## config.mk

```make
export PLATFORM = sky130hd
export DESIGN_NAME = mac_accumulator
export DESIGN_NICKNAME = d
export VERILOG_FILES = /design/src/rtl/mac_accumulator.sv
export SDC_FILE = /design/constraint.sdc
export NUM_CORES = 1
export LEC_CHECK = 0
export ABC_AREA = 0
export CAP_MARGIN = 20
export CELL_PAD_IN_SITES_DETAIL_PLACEMENT = 0
export CELL_PAD_IN_SITES_GLOBAL_PLACEMENT = 1
export CORE_ASPECT_RATIO = 0.7
export CORE_MARGIN = 2
export CORE_UTILIZATION = 35
export DETAILED_ROUTE_END_ITERATION = 10
export PLACE_DENSITY_LB_ADDON = 0.3
export SLEW_MARGIN = 15
export SYNTH_ARGS = -nofsm -noshare
export SYNTH_HDL_FRONTEND = slang
export SYNTH_SLANG_ARGS = --single-unit
```

## constraint.sdc

```tcl
create_clock -name clk -period 3.65 [get_ports clk]
set_clock_uncertainty 0.05 [all_clocks]
set_input_delay 0.9125 -clock clk [delete_from_list [all_inputs] [get_ports clk]]
set_output_delay 0.9125 -clock clk [all_outputs]
set_load 0.02 [all_outputs]
```

## src/rtl/mac_accumulator.sv

```systemverilog
// Saturating multiply-accumulate back-end: sums a programmed number of signed
// products onto a bias and presents one registered result per run.
module mac_accumulator #(
   parameter int IN_W  = 16,
   parameter int ACC_W = 32,
   parameter int LEN_W = 12
) (
   input  logic             clk,
   input  logic             rst,
   input  logic             start,
   input  logic [LEN_W-1:0] len,
   input  logic [ACC_W-1:0] bias,
   input  logic             in_valid,
   input  logic [IN_W-1:0]  in_product,
   output logic             busy,
   output logic             out_valid,
   output logic [ACC_W-1:0] acc_out,
   output logic             overflow
);

   typedef enum logic [1:0] {
      IDLE  = 2'd0,
      ACCUM = 2'd1,
      DONE  = 2'd2
   } state_t;

   localparam logic [ACC_W-1:0] ACC_MAX = {1'b0, {(ACC_W-1){1'b1}}};
   localparam logic [ACC_W-1:0] ACC_MIN = {1'b1, {(ACC_W-1){1'b0}}};
   localparam logic [LEN_W-1:0] LEN_ONE = {{(LEN_W-1){1'b0}}, 1'b1};

   state_t             state_r;
   state_t             state_s;
   logic [LEN_W-1:0]   len_r;
   logic [LEN_W-1:0]   count_r;
   logic [ACC_W-1:0]   acc_r;
   logic [ACC_W:0]     sum_s;
   logic [ACC_W-1:0]   sat_s;
   logic               clamp_s;
   logic               accept_s;
   logic               last_s;
   logic               start_ok_s;

   assign start_ok_s = (state_r == IDLE) && start;
   assign accept_s   = (state_r == ACCUM) && in_valid;
   assign last_s     = accept_s && ((count_r + LEN_ONE) == len_r);

   // One guard bit catches signed overflow; clamp toward the sign of the true sum
   always_comb begin
      sum_s   = {acc_r[ACC_W-1], acc_r}
              + {{(ACC_W+1-IN_W){in_product[IN_W-1]}}, in_product};
      sat_s   = sum_s[ACC_W-1:0];
      clamp_s = 1'b0;
      if (sum_s[ACC_W] != sum_s[ACC_W-1]) begin
         clamp_s = 1'b1;
         sat_s   = sum_s[ACC_W] ? ACC_MIN : ACC_MAX;
      end else begin
         clamp_s = 1'b0;
      end
   end

   // Next-state logic
   always_comb begin
      state_s = state_r;
      case (state_r)
         IDLE: begin
            if (start) begin
               state_s = (len != {LEN_W{1'b0}}) ? ACCUM : DONE;
            end else begin
               state_s = IDLE;
            end
         end
         ACCUM: begin
            if (last_s) begin
               state_s = DONE;
            end else begin
               state_s = ACCUM;
            end
         end
         DONE:    state_s = IDLE;
         default: state_s = IDLE;
      endcase
   end

   // State, datapath and registered outputs
   always_ff @(posedge clk) begin
      if (rst) begin
         state_r   <= IDLE;
         len_r     <= {LEN_W{1'b0}};
         count_r   <= {LEN_W{1'b0}};
         acc_r     <= {ACC_W{1'b0}};
         acc_out   <= {ACC_W{1'b0}};
         out_valid <= 1'b0;
         busy      <= 1'b0;
         overflow  <= 1'b0;
      end else begin
         state_r   <= state_s;
         out_valid <= (state_r == DONE);
         if (start_ok_s) begin
            len_r    <= len;
            acc_r    <= bias;
            count_r  <= {LEN_W{1'b0}};
            overflow <= 1'b0;
            busy     <= 1'b1;
         end else if (accept_s) begin
            acc_r   <= sat_s;
            count_r <= count_r + LEN_ONE;
            if (clamp_s) begin
               overflow <= 1'b1;
            end
         end else if (state_r == DONE) begin
            acc_out <= acc_r;
            busy    <= 1'b0;
         end
      end
   end

endmodule

```

==> flow_summary.ini, run 1 <==
[final_layout]
fin_cells = 1134
drive_above_1_share = 0.204
fill_cells = 1545
area_growth_pct = 44.0
antenna_cells = 0
final_net_count = 1003
layout_commonest_cell = buf_4
final_area_um2 = 8220
layout_common_cells = buf_4, clkdlybuf4s50_1, nand2_1, dfxtp_1, a21oi_1

[clock_tree]
htree_levels = 3
clk_pin_slew_ns = 0.07
cts_num_sinks = 93
hold_buffers = 0
cts_buffers = 9
cts_tree = done
clock_path_buffers = 2
clk_latency_ns = 0.35
clockRootBuffer = clkbuf_16

[die]
die_w_um = 157
initial_core_util = 0.354
rows = 39
die_h_um = 111
dieArea_um2 = 17400
core_um2 = 16200
io_pins = 99

[synthesis]
synth_edf_count = 0
ys_seq_area_frac = 0.326
syn_area_um2 = 5710
synth_seq_cells = 93
syn_avg_cell_area_um2 = 8.00
ys_types = 62
syn-num-nets = 812
synth_flop_cell = dfxtp_1
synthArstFlopShare = 0
yosysWarnings = 0
ys_top_cells_by_area = dfxtp_1, ha_1, a21oi_1
yosysTopAreaCellShare = 0.326
syn-instance-count = 714
synth_top_cell_by_area = dfxtp_1

[place]
dpl.hpwl_mm = 13.8
place.gp.congestion = 0.901
placed_cells_incl_taps = 1107
placed_area_um2 = 7660
portBuffers = 98

[grt]
grt_max_degree = 35
antenna_found_initial = 0
grtUsageTotal = 0.218
grt_pass1_vias = 5665
overflow = 0
grt_pass1_wl_mm = 29.8

[critical_path]
critPathLaunchType = input port
endpoint_kind = flop
path_max_fanout = 6
critPathKind = in2reg
worstPathRequired_ns = 3.84
r2r_setup_slack_ns = 0.64
r2r_cells = 13
r2r-end = acc_r[8]$_SDFFE_PP0P_
worstPathArrival_ns = 3.74
rr_startpoint = acc_r[0]$_SDFFE_PP0P_

[min_path]
hold_path.class = reg2reg
min_path_cells = 2
whs_endpoint = acc_r[13]$_SDFFE_PP0P_
worst_hold_startpoint = acc_r[13]$_SDFFE_PP0P_

[timing]
final-setup-viol-count = 0
hold_viol_final = 0
grt_setup_unrepaired = no
fmax_mhz = 282
fin_crit_sh = 0.973
drv_slew = 0
worstMarginPinSlew_ns = 0.615
slew_headroom = 0.586
finalWorstPathRequiredPeriod_ns = 3.55

[detailed_routing]
wirelength_mm = 18.7
wl_per_cell_um = 16.5
vias = 5900
detail-route-antenna-nets = 0
drt_iter0_markers = 343
dr.pass1.iters = 5
via_per_inst = 5.20
drc = 0

[power_and_ir_drop]
ir_drop_uv = 196
p_per_area_nw_per_um2 = 433
leakagePower_uw = 0.00328

[run]
maxCapViolCount = 0

[run_status]
status = finished, final reports clean
==> how the worst max path moves through the flow <==
stage              startpoint                     end  slack, ns  depth (start not counted)
2_1_floorplan   in_product[0]  acc_r[13]$_SDFFE_PP0P_       0.15                         13
3_3_place_gp   in_product[15]   acc_r[5]$_SDFFE_PP0P_      -0.44                         14
3_5_place_dp    in_product[0]  acc_r[25]$_SDFFE_PP0P_      -0.56                         13
4_1_cts         in_product[1]  acc_r[20]$_SDFFE_PP0P_       0.07                         14
5_1_grt        in_product[15]  acc_r[20]$_SDFFE_PP0P_      0.006                         16
6_report       in_product[14]   acc_r[8]$_SDFFE_PP0P_        0.1                         12
==> power by group <==
group / internal [uW] / switching (uW) / leakage (uW)
Clock: 467 / 438 / 0.000138
Sequential: 1090 / 71.1 / 0.000758
Combinational: 750 / 744 / 0.00238
Total: 2300 / 1250 / 0.00328
==> critical path, cell delays in order <==
cell and delay [ns]:
clkdlybuf4s50_1 0.42, ha_1 0.39, a21oi_1 0.25, o21ai_0 0.15, a22oi_1 0.24, a21boi_2 0.10
o21a_1 0.24, a211o_4 0.32, buf_4 0.16, mux2_4 0.34, a21oi_1 0.14, o21ai_0 0.07
==> repair_timing <==
item / 4_1_cts / 5_1_grt
endpoints found under the hold margin: 0 / 0
resized for setup: 26 / 9
endpoints found under the setup margin: 30 / 29
setup buffers: 7 / 1
pin swaps: 10 / 3
gates cloned: 3 / 1
==> synthesized netlist by cell type (all sizes together), types with 3 or more instances <==
cell type and n:
nand4 11, nand2b 7, nor2 57, a21o 4, xnor2 30, xor2 27, a211oi 3, nor4 7
or2 3, a21boi 3, a22o 43, o21a 4, o21bai 6, o211ai 3, inv 9, nor3 14
nand2 93, dfxtp 93, a31oi 4, and3 4, buf 16, nor2b 5, clkbuf 25, a22oi 7
nor3b 3, a21oi 89, nand3 14, ha 33, o21ai 75
==> final cells by class <==
type	count	area [um2]	area share
clock buffer	9	225	0.0274
clock inverter	6	47.5	0.00578
inverter	9	33.8	0.00411
multi-input combinational	573	3800	0.462
sequential	93	1860	0.226
tap	225	282	0.0342
timing repair buffer	219	1970	0.240
==> per-layer routing <==
metal  global-route usage  wire (um)  up-vias
li1                     -          -     2952
met1                0.331       9800     2768
met2                0.314       7690      163
met3               0.0364        990       17
met4               0.0593        256        0
met5                    0          0        -
==> metrics by stage <==
stage                     power [uW]  hold WS, ns  utilization  worst slack [ns]  setup TNS [ns]
after CTS                       3550        0.426        0.507            0.0687               0
after floorplan                 1940        0.393            -             0.147               0
after global routing            3750        0.435        0.509           0.00637               0
final                           3560        0.423        0.509            0.0992               0
after detailed placement        2520        0.412        0.474            -0.558          -15.79
after global placement          2500        0.409        0.474            -0.440          -13.24
==> logic make-up after synthesis <==
kind of cell               count (synthesis)  share of synthesized area
AOI/OAI and AO/OA                        253                      0.284
xor gates and xnor gates                  57                     0.0874
DFF                                       93                      0.326
adders and majority gates                 34                     0.0758
and+or+nand+nor                          225                      0.181
muxes                                      2                    0.00657
buffers and inverters                     50                     0.0392
==> registers in the layout, summed over array words and instances (netlist names) <==
register,cells
acc_out,32
acc_r,32
count_r,12
len_r,12
state_r,2
busy,1
out_valid,1
overflow,1
Note: power is estimated with default switching activity, not from simulation.
==> inputs of run 2 (changes only) <==
--- a/config.mk
+++ b/config.mk
@@ -10,9 +10,10 @@
 export CELL_PAD_IN_SITES_DETAIL_PLACEMENT = 0
 export CELL_PAD_IN_SITES_GLOBAL_PLACEMENT = 1
 export CORE_ASPECT_RATIO = 0.7
-export CORE_MARGIN = 2
+export CORE_MARGIN = 5
 export CORE_UTILIZATION = 35
 export DETAILED_ROUTE_END_ITERATION = 10
+export GPL_TIMING_DRIVEN = 0
 export PLACE_DENSITY_LB_ADDON = 0.3
 export SLEW_MARGIN = 15
 export SYNTH_ARGS = -nofsm -noshare
==> run 2 against run 1 <==
Net effect: die area rose by 9.4%; critical path depth did not move; setup slack got worse by 0.0045 ns; sequential cell count did not move; critical endpoint is now acc_r[23]$_SDFFE_PP0P_; utilization fell by 4.6 points; sequential share of layout area rose by 2.2 points; clock power rose by 8.6%; wire length fell by 2.5%; via count fell by 4.9%; clock-buffer cell count rose by 1.
==> flow_summary.ini, run 2 (synthesized netlist as in run 1, its figures left out) <==
[min_path]
min_path_cells = 1
hold_path.class = reg2reg
whs_endpoint = busy$_SDFFE_PP0P_
worst_hold_startpoint = busy$_SDFFE_PP0P_

[final_layout]
area_growth_pct = 31.0
layout_common_cells = clkdlybuf4s50_1, nand2_1, dfxtp_1
drive_above_1_share = 0.100
layout_commonest_cell = clkdlybuf4s50_1
final_net_count = 931
reg_top3 = acc_out: 32 flops, acc_r: 32 flops
antenna_cells = 0

[detailed_routing]
drt_iter0_markers = 293
wirelength_mm = 18.3
dr.pass1.iters = 5
detail-route-antenna-nets = 0
via_per_inst = 5.28
wl_per_cell_um = 17.2
drc = 0
vias = 5611

[die]
dieArea_um2 = 19000
die_w_um = 163
io_pins = 99
core_um2 = 16200
die_h_um = 117
initial_core_util = 0.354
rows = 39

[critical_path]
r2r_setup_slack_ns = 0.61
endpoint_kind = flop
cpMostUsedCell = o21bai_1
worstPathRequired_ns = 3.85
r2r-end = acc_r[6]$_SDFFE_PP0P_
critPathLaunchType = input port
worstSetupStartpoint = in_product[6]
critPathKind = in2reg
cp_slowest_cell = clkdlybuf4s50_1
r2r_cells = 13
cp_top_family = compound AO/OA/AOI/OAI gates
path_max_fanout = 7
max_stage_delay_ns = 0.41
crit_buf_inv = 2
crit_chain = clkdlybuf4s50_1 > ha_1 > buf_6 > a21o_1 > or3_4 > a31oi_1 > o21bai_1 > a21oi_1 > o21bai_1 > xnor2_1 > o21ai_0 > a22o_1
rr_startpoint = acc_r[0]$_SDFFE_PP0P_
worstPathArrival_ns = 3.76

[timing]
finalWorstPathRequiredPeriod_ns = 3.56
fin_tns_setup_ns = 0
slew_headroom = 0.457
hold_viol_final = 0
fmax_mhz = 281
worstMarginPinSlew_ns = 0.814
grt_setup_unrepaired = yes
final-setup-viol-count = 0
drv_slew = 0
fin_crit_sh = 0.974
holdWs_ns = 0.424

[power_and_ir_drop]
power_frac_seq = 0.346
combPwrFrac = 0.359
p_switching_uw = 1180
p_int_uw = 2150
power_uw = 3330
power.share.switching = 0.354
p_per_area_nw_per_um2 = 445
clock_power_share = 0.295
ir_drop_uv = 216
leakagePower_uw = 0.00282

[grt]
grtUsageTotal = 0.193
overflow = 0
grt_pass1_wl_mm = 29.0
antenna_found_initial = 0
grt_max_degree = 18
grt_pass1_vias = 5495

[clock_tree]
cts_tree = done
clock_path_buffers = 2
htree_levels = 3
clockRootBuffer = clkbuf_16
cts_buffers = 9
clk_pin_slew_ns = 0.07
cts_num_sinks = 93
clk_latency_ns = 0.36
hold_buffers = 0

[run_status]
status = finished, final reports clean

[place]
place.gp.congestion = 0.903
dpl.hpwl_mm = 14.1
portBuffers = 97

[run]
maxCapViolCount = 0
-- run 2: what timing repair did --
item / 4_1_cts / 5_1_grt
resized for setup: 18 / 17
setup buffers: 8 / 3
endpoints found under the setup margin: 33 / 30
pin swaps: 5 / 7
-- run 2: how the worst max path moves through the flow --
stage,end,depth (start not counted)
2_1_floorplan,acc_r[13]$_SDFFE_PP0P_,13
3_3_place_gp,acc_r[21]$_SDFFE_PP0P_,13
3_5_place_dp,acc_r[21]$_SDFFE_PP0P_,13
4_1_cts,acc_r[20]$_SDFFE_PP0P_,13
5_1_grt,acc_r[23]$_SDFFE_PP0P_,12
6_report,acc_r[23]$_SDFFE_PP0P_,12
-- run 2: final cells by class --
class	instances	area, um2
Fill cell	1608	8670
Multi-Input combinational cell	571	3720
Sequential cell	93	1860
Timing Repair Buffer	108	1060
Tap cell	225	282
Clock buffer	10	239
Buffer	41	208
Clock inverter	6	68.8
Inverter	9	33.8
-- run 2: power by group through the flow --
| stage | Combinational [uW] | Sequential, uW | Clock [uW] |
|---|---|---|---|
| finish | 1190 | 1150 | 983 |
| global route | 1320 | 1160 | 1050 |
| CTS | 1150 | 1150 | 1010 |
| detailed placement | 1080 | 1170 | 0 |
| global placement | 1070 | 1170 | 0 |
| floorplan | 785 | 1150 | 0 |
-- run 2: stage by stage --
stage,setup WS (ns),cells,area [um2],util
CTS,0.0334,1060,7400,0.458
global placement,-1.13,1036,6960,0.431
floorplan,0.147,714,5710,-
detailed placement,-1.19,1036,6970,0.431
global route,-0.00838,1063,7480,0.463
finish,0.0947,1063,7480,0.463
-- run 2: per-layer routing --
layer / share of wire / up-vias / GRT usage
met4: 0.014 / 0 / 0.0475
met1: 0.52 / 2653 / 0.285
met5: 0 / - / 0
met3: 0.057 / 20 / 0.0515
met2: 0.41 / 128 / 0.280
li1: - / 2810 / -
